### src/rtl/uart_arb_pkg.sv
// Shared types and constants for the uart_tx packet arbiter.
// Optional source tag header: UART_TX_ARBITER_SRC_TAG_EN.
package uart_arb_pkg;

    typedef enum logic [2:0] {
        S_IDLE,
        S_TAG,
        S_LOAD,
        S_SEND,
        S_WAIT
    } state_t;

    localparam logic [3:0] TAG_HI = 4'hA;

    function automatic int cnt_width(input int max_len);
        return $clog2(max_len + 1);
    endfunction

endpackage

### src/rtl/uart_tx_arbiter_rr_arbiter.sv
// Round-robin priority search starting after the last owner.
// Pointer is updated only when a packet grant is released.
module rr_arbiter
    import uart_arb_pkg::*;
#(
    parameter int NUM_REQ = 4,
    localparam int IW = $clog2(NUM_REQ)
) (
    input  logic               i_Clock,
    input  logic               i_Reset,
    input  logic [NUM_REQ-1:0] i_Req,
    input  logic               i_Upd,
    input  logic [IW-1:0]      i_Upd_Idx,
    output logic               o_Any,
    output logic [IW-1:0]      o_Idx
);

    localparam logic [IW:0] N_C = (IW+1)'(NUM_REQ);

    logic [IW-1:0] r_Ptr;
    logic [IW:0]   w_Pos;

    always_comb begin
        o_Any = 1'b0;
        o_Idx = '0;
        w_Pos = '0;
        for (int i = 1; i <= NUM_REQ; i++) begin
            w_Pos = {1'b0, r_Ptr} + (IW+1)'(i);
            if (w_Pos >= N_C)
                w_Pos = w_Pos - N_C;
            if (!o_Any && i_Req[w_Pos[IW-1:0]]) begin
                o_Any = 1'b1;
                o_Idx = w_Pos[IW-1:0];
            end
        end
    end

    always_ff @(posedge i_Clock) begin
        if (i_Reset)
            r_Ptr <= IW'(NUM_REQ - 1);
        else if (i_Upd)
            r_Ptr <= i_Upd_Idx;
    end

endmodule

### src/rtl/uart_tx_arbiter.sv
// Packet-granular round-robin sharing of one uart_tx serializer.
// Define UART_TX_ARBITER_SRC_TAG_EN to prefix each grant with {A, idx}.
module uart_tx_arbiter
    import uart_arb_pkg::*;
#(
    parameter int NUM_REQ     = 4,
    parameter int MAX_PKT_LEN = 64
) (
    input  logic                 i_Clock,
    input  logic                 i_Reset,
    input  logic [NUM_REQ-1:0]   i_Req_Valid,
    input  logic [8*NUM_REQ-1:0] i_Req_Byte,
    input  logic [NUM_REQ-1:0]   i_Req_Last,
    output logic [NUM_REQ-1:0]   o_Req_Ready,
    output logic [NUM_REQ-1:0]   o_Grant,
    output logic                 o_Tx_DV,
    output logic [7:0]           o_Tx_Byte,
    input  logic                 i_Tx_Active,
    input  logic                 i_Tx_Done,
    output logic                 o_Busy,
    output logic                 o_Overrun
);

    localparam int IW = $clog2(NUM_REQ);
    localparam int CW = cnt_width(MAX_PKT_LEN);
    localparam logic [CW-1:0] MAX_C = CW'(MAX_PKT_LEN);

    state_t        r_State;
    logic [IW-1:0] r_Idx;
    logic [CW-1:0] r_Cnt;
    logic          r_Last;
`ifdef UART_TX_ARBITER_SRC_TAG_EN
    logic          r_Tag;
`endif

    logic               w_Any;
    logic [IW-1:0]      w_Win_Idx;
    logic [NUM_REQ-1:0] w_Win_Oh;
    logic               w_Xfer;
    logic [7:0]         w_Byte;
    logic               w_Last;
    logic               w_Rel;
    logic               w_Tag_Done;

    assign w_Win_Oh = {{(NUM_REQ-1){1'b0}}, 1'b1} << w_Win_Idx;
    assign w_Xfer   = |(i_Req_Valid & o_Req_Ready);
    assign w_Byte   = i_Req_Byte[{r_Idx, 3'b000} +: 8];
    assign w_Last   = i_Req_Last[r_Idx];
`ifdef UART_TX_ARBITER_SRC_TAG_EN
    assign w_Tag_Done = r_Tag;
`else
    assign w_Tag_Done = 1'b0;
`endif
    assign w_Rel = (r_State == S_WAIT) && i_Tx_Done && !w_Tag_Done
                && (r_Last || r_Cnt == MAX_C);

    rr_arbiter #(.NUM_REQ(NUM_REQ)) u_rr (
        .i_Clock   (i_Clock),
        .i_Reset   (i_Reset),
        .i_Req     (i_Req_Valid),
        .i_Upd     (w_Rel),
        .i_Upd_Idx (r_Idx),
        .o_Any     (w_Any),
        .o_Idx     (w_Win_Idx)
    );

    always_ff @(posedge i_Clock) begin
        if (i_Reset) begin
            r_State     <= S_IDLE;
            r_Idx       <= '0;
            r_Cnt       <= '0;
            r_Last      <= 1'b0;
            o_Req_Ready <= '0;
            o_Grant     <= '0;
            o_Tx_DV     <= 1'b0;
            o_Tx_Byte   <= 8'h00;
            o_Busy      <= 1'b0;
            o_Overrun   <= 1'b0;
`ifdef UART_TX_ARBITER_SRC_TAG_EN
            r_Tag       <= 1'b0;
`endif
        end else begin
            o_Tx_DV   <= 1'b0;
            o_Overrun <= 1'b0;
            unique case (r_State)
                // serializer has no reset: never start while it is mid-frame
                S_IDLE: begin
                    if (!i_Tx_Active && w_Any) begin
                        o_Grant <= w_Win_Oh;
                        r_Idx   <= w_Win_Idx;
                        o_Busy  <= 1'b1;
`ifdef UART_TX_ARBITER_SRC_TAG_EN
                        r_State <= S_TAG;
`else
                        r_State     <= S_LOAD;
                        o_Req_Ready <= w_Win_Oh;
`endif
                    end
                end
`ifdef UART_TX_ARBITER_SRC_TAG_EN
                S_TAG: begin
                    o_Tx_Byte <= {TAG_HI, 4'(r_Idx)};
                    o_Tx_DV   <= 1'b1;
                    r_Tag     <= 1'b1;
                    r_State   <= S_SEND;
                end
`endif
                S_LOAD: begin
                    if (w_Xfer) begin
                        o_Tx_Byte   <= w_Byte;
                        r_Last      <= w_Last;
                        o_Req_Ready <= '0;
                        r_Cnt       <= r_Cnt + 1'b1;
                        o_Tx_DV     <= 1'b1;
                        r_State     <= S_SEND;
                    end
                end
                S_SEND: r_State <= S_WAIT;
                S_WAIT: begin
                    if (i_Tx_Done) begin
                        if (w_Rel) begin
                            r_State   <= S_IDLE;
                            r_Cnt     <= '0;
                            o_Grant   <= '0;
                            o_Busy    <= 1'b0;
                            o_Overrun <= !r_Last;
                        end else begin
                            r_State     <= S_LOAD;
                            o_Req_Ready <= o_Grant;
                        end
`ifdef UART_TX_ARBITER_SRC_TAG_EN
                        r_Tag <= 1'b0;
`endif
                    end
                end
                default: r_State <= S_IDLE;
            endcase
        end
    end

endmodule

### config.mk
export PLATFORM = sky130hd
export DESIGN_NAME = uart_tx_arbiter
export DESIGN_NICKNAME = d
export VERILOG_FILES = /design/src/rtl/uart_arb_pkg.sv /design/src/rtl/uart_tx_arbiter_rr_arbiter.sv /design/src/rtl/uart_tx_arbiter.sv
export SDC_FILE = /design/constraint.sdc
export NUM_CORES = 1
export LEC_CHECK = 0
export CORE_MARGIN = 4
export CORE_UTILIZATION = 40
export CTS_BUF_LIST = sky130_fd_sc_hd__clkbuf_4 sky130_fd_sc_hd__clkbuf_8 sky130_fd_sc_hd__clkbuf_16
export DETAILED_ROUTE_END_ITERATION = 7
export PLACE_DENSITY = 0.72
export SLEW_MARGIN = 10
export SYNTH_ARGS = -nofsm -noshare
export SYNTH_HDL_FRONTEND = slang
export SYNTH_SLANG_ARGS = --single-unit
export TNS_END_PERCENT = 50
### constraint.sdc
create_clock -name i_Clock -period 2.2 [get_ports i_Clock]
set_input_delay 0.44 -clock i_Clock [delete_from_list [all_inputs] [get_ports i_Clock]]
set_output_delay 0.44 -clock i_Clock [all_outputs]
set_load 0.03 [all_outputs]
-- Word-level counts from Yosys, hierarchy flattened
Index checks and enable logic that the tools add are counted.
- flip-flop bits (word level): 34
- latch bits: 0
- memory bits (writable): 0
- bits in read-only memories: 0
- input port bits: 44
- output and inout port bits: 19
- word-level logic and storage cells: 114
- memories kept: 0
- $add $sub $neg: 9
- multipliers: 0
- div/mod/pow operators: 0
- order comparisons: 9
- equality and inequality tests: 9
- shifts and indexed selects: 2
- mux-type cells: 44
- bitwise gates (word level): 5
- reduce and logical (&&, ||, !) cells: 25
- operators by type and width (kind ; number):
    variable part select 32 x 6 -> 8 bit ; 1
    two-way mux 4 bit ; 6
    two-way mux 7 bit ; 3
    two-way mux 2 bit ; 9
    less-than comparator 2 x 3 -> 1 bit (second input constant) ; 5
    case mux 7 bit (2 select lines) ; 1
    two-way mux 1 bit ; 13
    >= comparator 3 bit (second input constant) ; 4
    case mux 3 bit (4 select lines) ; 1
    case mux 4 bit (3 select lines) ; 1
    binary-select mux 1 bit (select 2 bit) ; 5
    two-way mux 3 bit ; 3
    != test 2 bit (second input constant) ; 4
    case mux 4 bit (2 select lines) ; 1
    AND reduction 4 bit ; 2
    OR reduction 4 bit ; 2
    subtractor 2 x 1 -> 2 bit (second input constant) ; 4
    adder 7 x 1 -> 7 bit (second input constant) ; 1
    equality test 7 bit (second input constant) ; 1
    adder 2 x 2 -> 3 bit (second input constant) ; 2
    equality test 3 x 2 -> 1 bit (second input constant) ; 2
    logical AND 1 bit ; 6
    zero test 1 bit ; 5
    AND reduction 5 bit ; 1
    15 further kinds ; 20

-- Longest topological paths before layout
- word-level depth: 18
- gate-level depth with buffers: 7
- gate-level depth less buffers: 6

-- By module
Synthesis repeated with hierarchy kept, for this count alone.
- cells, all modules: 186
- area, all modules: 1780.5 um2
- modules (own cells, without submodules) (module ; times used ; cells an instance ; area each (um2) ; seq. area each (um2)):
    uart_tx_arbiter ; 1 ; 166 ; 1631.6 ; 640.6
    rr_arbiter ; 1 ; 20 ; 148.9 ; 40.0

-- Worst setup path after synthesis
Ideal clock, no wire load.
- path kind: register to register
- start: register o_Req_Ready[3]
- end: register r_Cnt[6]
- library setup time: 70 ps
- data arrival time: 1705 ps
- data required time: 2130 ps
- slack: 425 ps
- stages on the path, launching flop included: 6
- path buffers: 0
- clock period less this slack: 1775 ps
- path through: dfxtp_1 > a22oi_1 > a31oi_4 > a22oi_4 > or4_1 > a21oi_1
- word-level cells in the longest chain between the ends: 4
- RTL lines (element ; line ; source):
    start, declared ; uart_tx_arbiter.sv:14 ; output logic [NUM_REQ-1:0] o_Req_Ready,
    start signal, assigned ; uart_tx_arbiter.sv:96 ; o_Req_Ready <= w_Win_Oh;
    start signal, assigned ; uart_tx_arbiter.sv:129 ; o_Req_Ready <= o_Grant;
    bitwise AND 4 bit ; uart_tx_arbiter.sv:46 ; assign w_Xfer = |(i_Req_Valid & o_Req_Ready);
    OR reduction 4 bit ; uart_tx_arbiter.sv:46 ;
    != test 2 bit (no source line) ; - ;
    AND reduction 4 bit (no source line) ; - ;
    end signal, assigned ; uart_tx_arbiter.sv:113 ; r_Cnt <= r_Cnt + 1'b1;
    end, declared ; uart_tx_arbiter.sv:30 ; logic [CW-1:0] r_Cnt;
No other way between the ends.
A chain may end at the register's enable or synchronous reset.

-- Worst setup path after layout
- start: input i_Req_Valid[0]
- end: register r_Cnt[6]
- word-level cells in the longest chain between the ends: 4
- RTL lines (element ; line ; source):
    start, declared ; uart_tx_arbiter.sv:11 ; input logic [NUM_REQ-1:0] i_Req_Valid,
    bitwise AND 4 bit ; uart_tx_arbiter.sv:46 ;
    OR reduction 4 bit ; uart_tx_arbiter.sv:46 ;
    != test 2 bit (no source line) ; - ;
    AND reduction 4 bit (no source line) ; - ;
No other way between the ends.

==> metrics.cfg <==
[run_status]
status = completed

[timing]
maxSlewHeadroom_pct = 57.0
tightest_slew_ns = 0.644
fin_skew_ns = 0.00203
slew_violations = 0
setup_tns_ns = 0
fmaxAchievable_ghz = 0.517
min_period_over_period_pct = 87.8
rsz0062_at_grt = no
hold_violations = 0
setup_slack_ns = 0.268
min_period_ns = 1.93
setup_violations = 0

[power]
power_leakage_nw = 0.984
peakVddDrop_mv = 0.346
power_density_nw_per_um2 = 573

[floorplan]
core_area_sq_um = 4380
die_w_microns = 75.5
rows = 24
ios = 63
initial_core_util_pct = 41.6
fp.dieArea_sq_um = 5700
die_y_microns = 75.5

[run]
drv_cap = 0

[place]
portBuffers = 62
gp_congestion = 0.855
dp.cells = 327
dp_hpwl_microns = 3870
dp_worst_setup_slack_ns = -0.00756

[cts]
clkSinkCount = 34
cts.root.buffer_cell = clkbuf_8
cts_tree = yes
htree_levels = 2
clkSlewWorstSetupHoldPaths_ns = 0.07
clock_path_buffers = 2
post_cts_resized = 0
worstSkewPairLatency_ns = 0.28
postCtsSetupRepairBufs = 0
cts-hold-fix-buffers = 0
cts_buffers = 5

[layout]
layout.cells.most_common = clkdlybuf4s50_1
final_cell_mix = clkdlybuf4s50_1 (62), nand2_1 (36), dfxtp_1 (34)
stdcell_count = 335
antennaDiodeCount = 0
fillers = 383
drive_above_1_share_pct = 13.4
area_growth_pct = 47.7
fin_nets = 328
seq_area_sq_um = 681
multi_input_area_sq_um = 1080

[route]
dr.pass1.iters = 4
routedWlPerCell_microns = 14.9
vias_per_cell = 5.44
vias = 1822
ant_nets = 0
drc_errors = 0
drt_first_iter_violations = 67
wl_microns = 5010

[yosys]
synth-edff-count = 0
synth_nets = 253
syn_inst = 207
ys_warn_count = 0
netlist-cell-type-count = 46
synth_flop_cell = dfxtp_1
syn_area_sq_um = 1820
synth_seq_cells = 34
ys_seq_area_share_pct = 37.3
syn_avg_cell_area_sq_um = 8.81
async_flop_share_pct = 0

[grt]
globalRouteTotalUtil_pct = 17.7
gr-total-overflow = 0
antenna_found_initial = 0
grt_pass1_vias = 1707
grt_pass1_wl_microns = 7800
grt_start_max_net_pins = 20

[critical_path]
crit_required_ns = 2.41
cp.arrival_ns = 2.14
worstSetupStartpointType = primary input
cp_max_fo = 6
endpoint_kind = flip-flop
crit_type = primary input to flip-flop

[worst_hold_path]
hold_class = flip-flop to flip-flop

## metal layers
metal,part of all wire (%),global-route usage (%)
met1,45,23.5
met2,50,29.1
met3,4.0,3.69
met4,1.4,5.44
met5,0,0
## synthesized netlist by cell type (all sizes together), types with 2 or more instances
library cell / count / area share [%]
nand3: 2 / 0.55
clkbuf: 6 / 1.2
inv: 8 / 1.6
o31ai: 5 / 2.1
and2: 5 / 1.9
mux4: 9 / 11
a211oi: 5 / 2.1
o211ai: 2 / 0.82
nand2: 36 / 7.4
or3: 2 / 0.69
nor2: 17 / 3.5
dfxtp: 34 / 37
nor3: 4 / 1.1
buf: 3 / 0.69
o32a: 3 / 1.6
a21oi: 24 / 6.6
nand2b: 6 / 2.1
a22oi: 5 / 2.8
a31oi: 3 / 1.9
ha: 2 / 1.4
o21ai: 4 / 1.1
a22o: 2 / 0.96
## layout make-up
cell class                      count  share of cell area [%]
Clock inverter                      1                   0.186
Timing Repair Buffer               77                    27.7
Tap cell                           52                    2.41
Clock buffer                        7                    3.34
Sequential cell                    34                    25.3
Multi-Input combinational cell    156                    40.0
Inverter                            8                    1.11
## kinds of logic after synthesis
logic type	after synthesis	share of synthesized area, %
buffers and inverters	17	3.57
flip-flops	34	37.3
AND/OR/NAND/NOR	80	20.7
multiplexers	9	11.1
XOR/XNOR	1	0.480
AO/OA/AOI/OAI	64	25.4
adder cells (fa/ha/maj)	2	1.37
## power breakdown
part / total (W) / leakage [nW] / switching [W] / internal [W]
Clock: 0.000487 / 0.0517 / 0.000222 / 0.000265
Sequential: 0.000686 / 0.276 / 0.0000395 / 0.000646
Combinational: 0.000372 / 0.656 / 0.000165 / 0.000207
Total: 0.00154 / 0.984 / 0.000426 / 0.00112
## critical path: stages
cell	delay [ns]
clkdlybuf4s50_1	0.50
a22oi_1	0.17
a31oi_4	0.25
a22oi_4	0.12
or4_1	0.50
a21oi_1	0.15
## metrics by stage
step	hold WS (ns)	utilization (%)	instance area (sq um)	power [W]
2_1_floorplan	0.441	-	1820	0.000884
3_3_place_gp	0.442	59.3	2600	0.00107
3_5_place_dp	0.447	59.3	2600	0.00107
4_1_cts	0.456	61.5	2700	0.00156
5_1_grt	0.475	61.5	2700	0.00162
6_report	0.455	61.5	2700	0.00154
## state kept, by name, summed over array words and instances (netlist names)
register     flops
o_Busy           1
r_Cnt            7
r_Idx            2
u_rr.r_Ptr       2
o_Grant          4
o_Overrun        1
o_Tx_Byte        8
o_Req_Ready      4
r_Last           1
r_State          3
o_Tx_DV          1
## final timing paths
path | start | end | slack, ns | cells past startpoint
worst min-delay path | o_Tx_Byte[1] | o_Tx_Byte[1] | 0.46 | 2
worst max register to register | r_State[0] | r_Cnt[6] | 0.34 | 5
worst min register to register | o_Tx_Byte[1] | o_Tx_Byte[1] | 0.46 | 2
worst max-delay path | i_Req_Valid[0] | r_Cnt[6] | 0.27 | 6
Power figures use the tool's default switching activity.
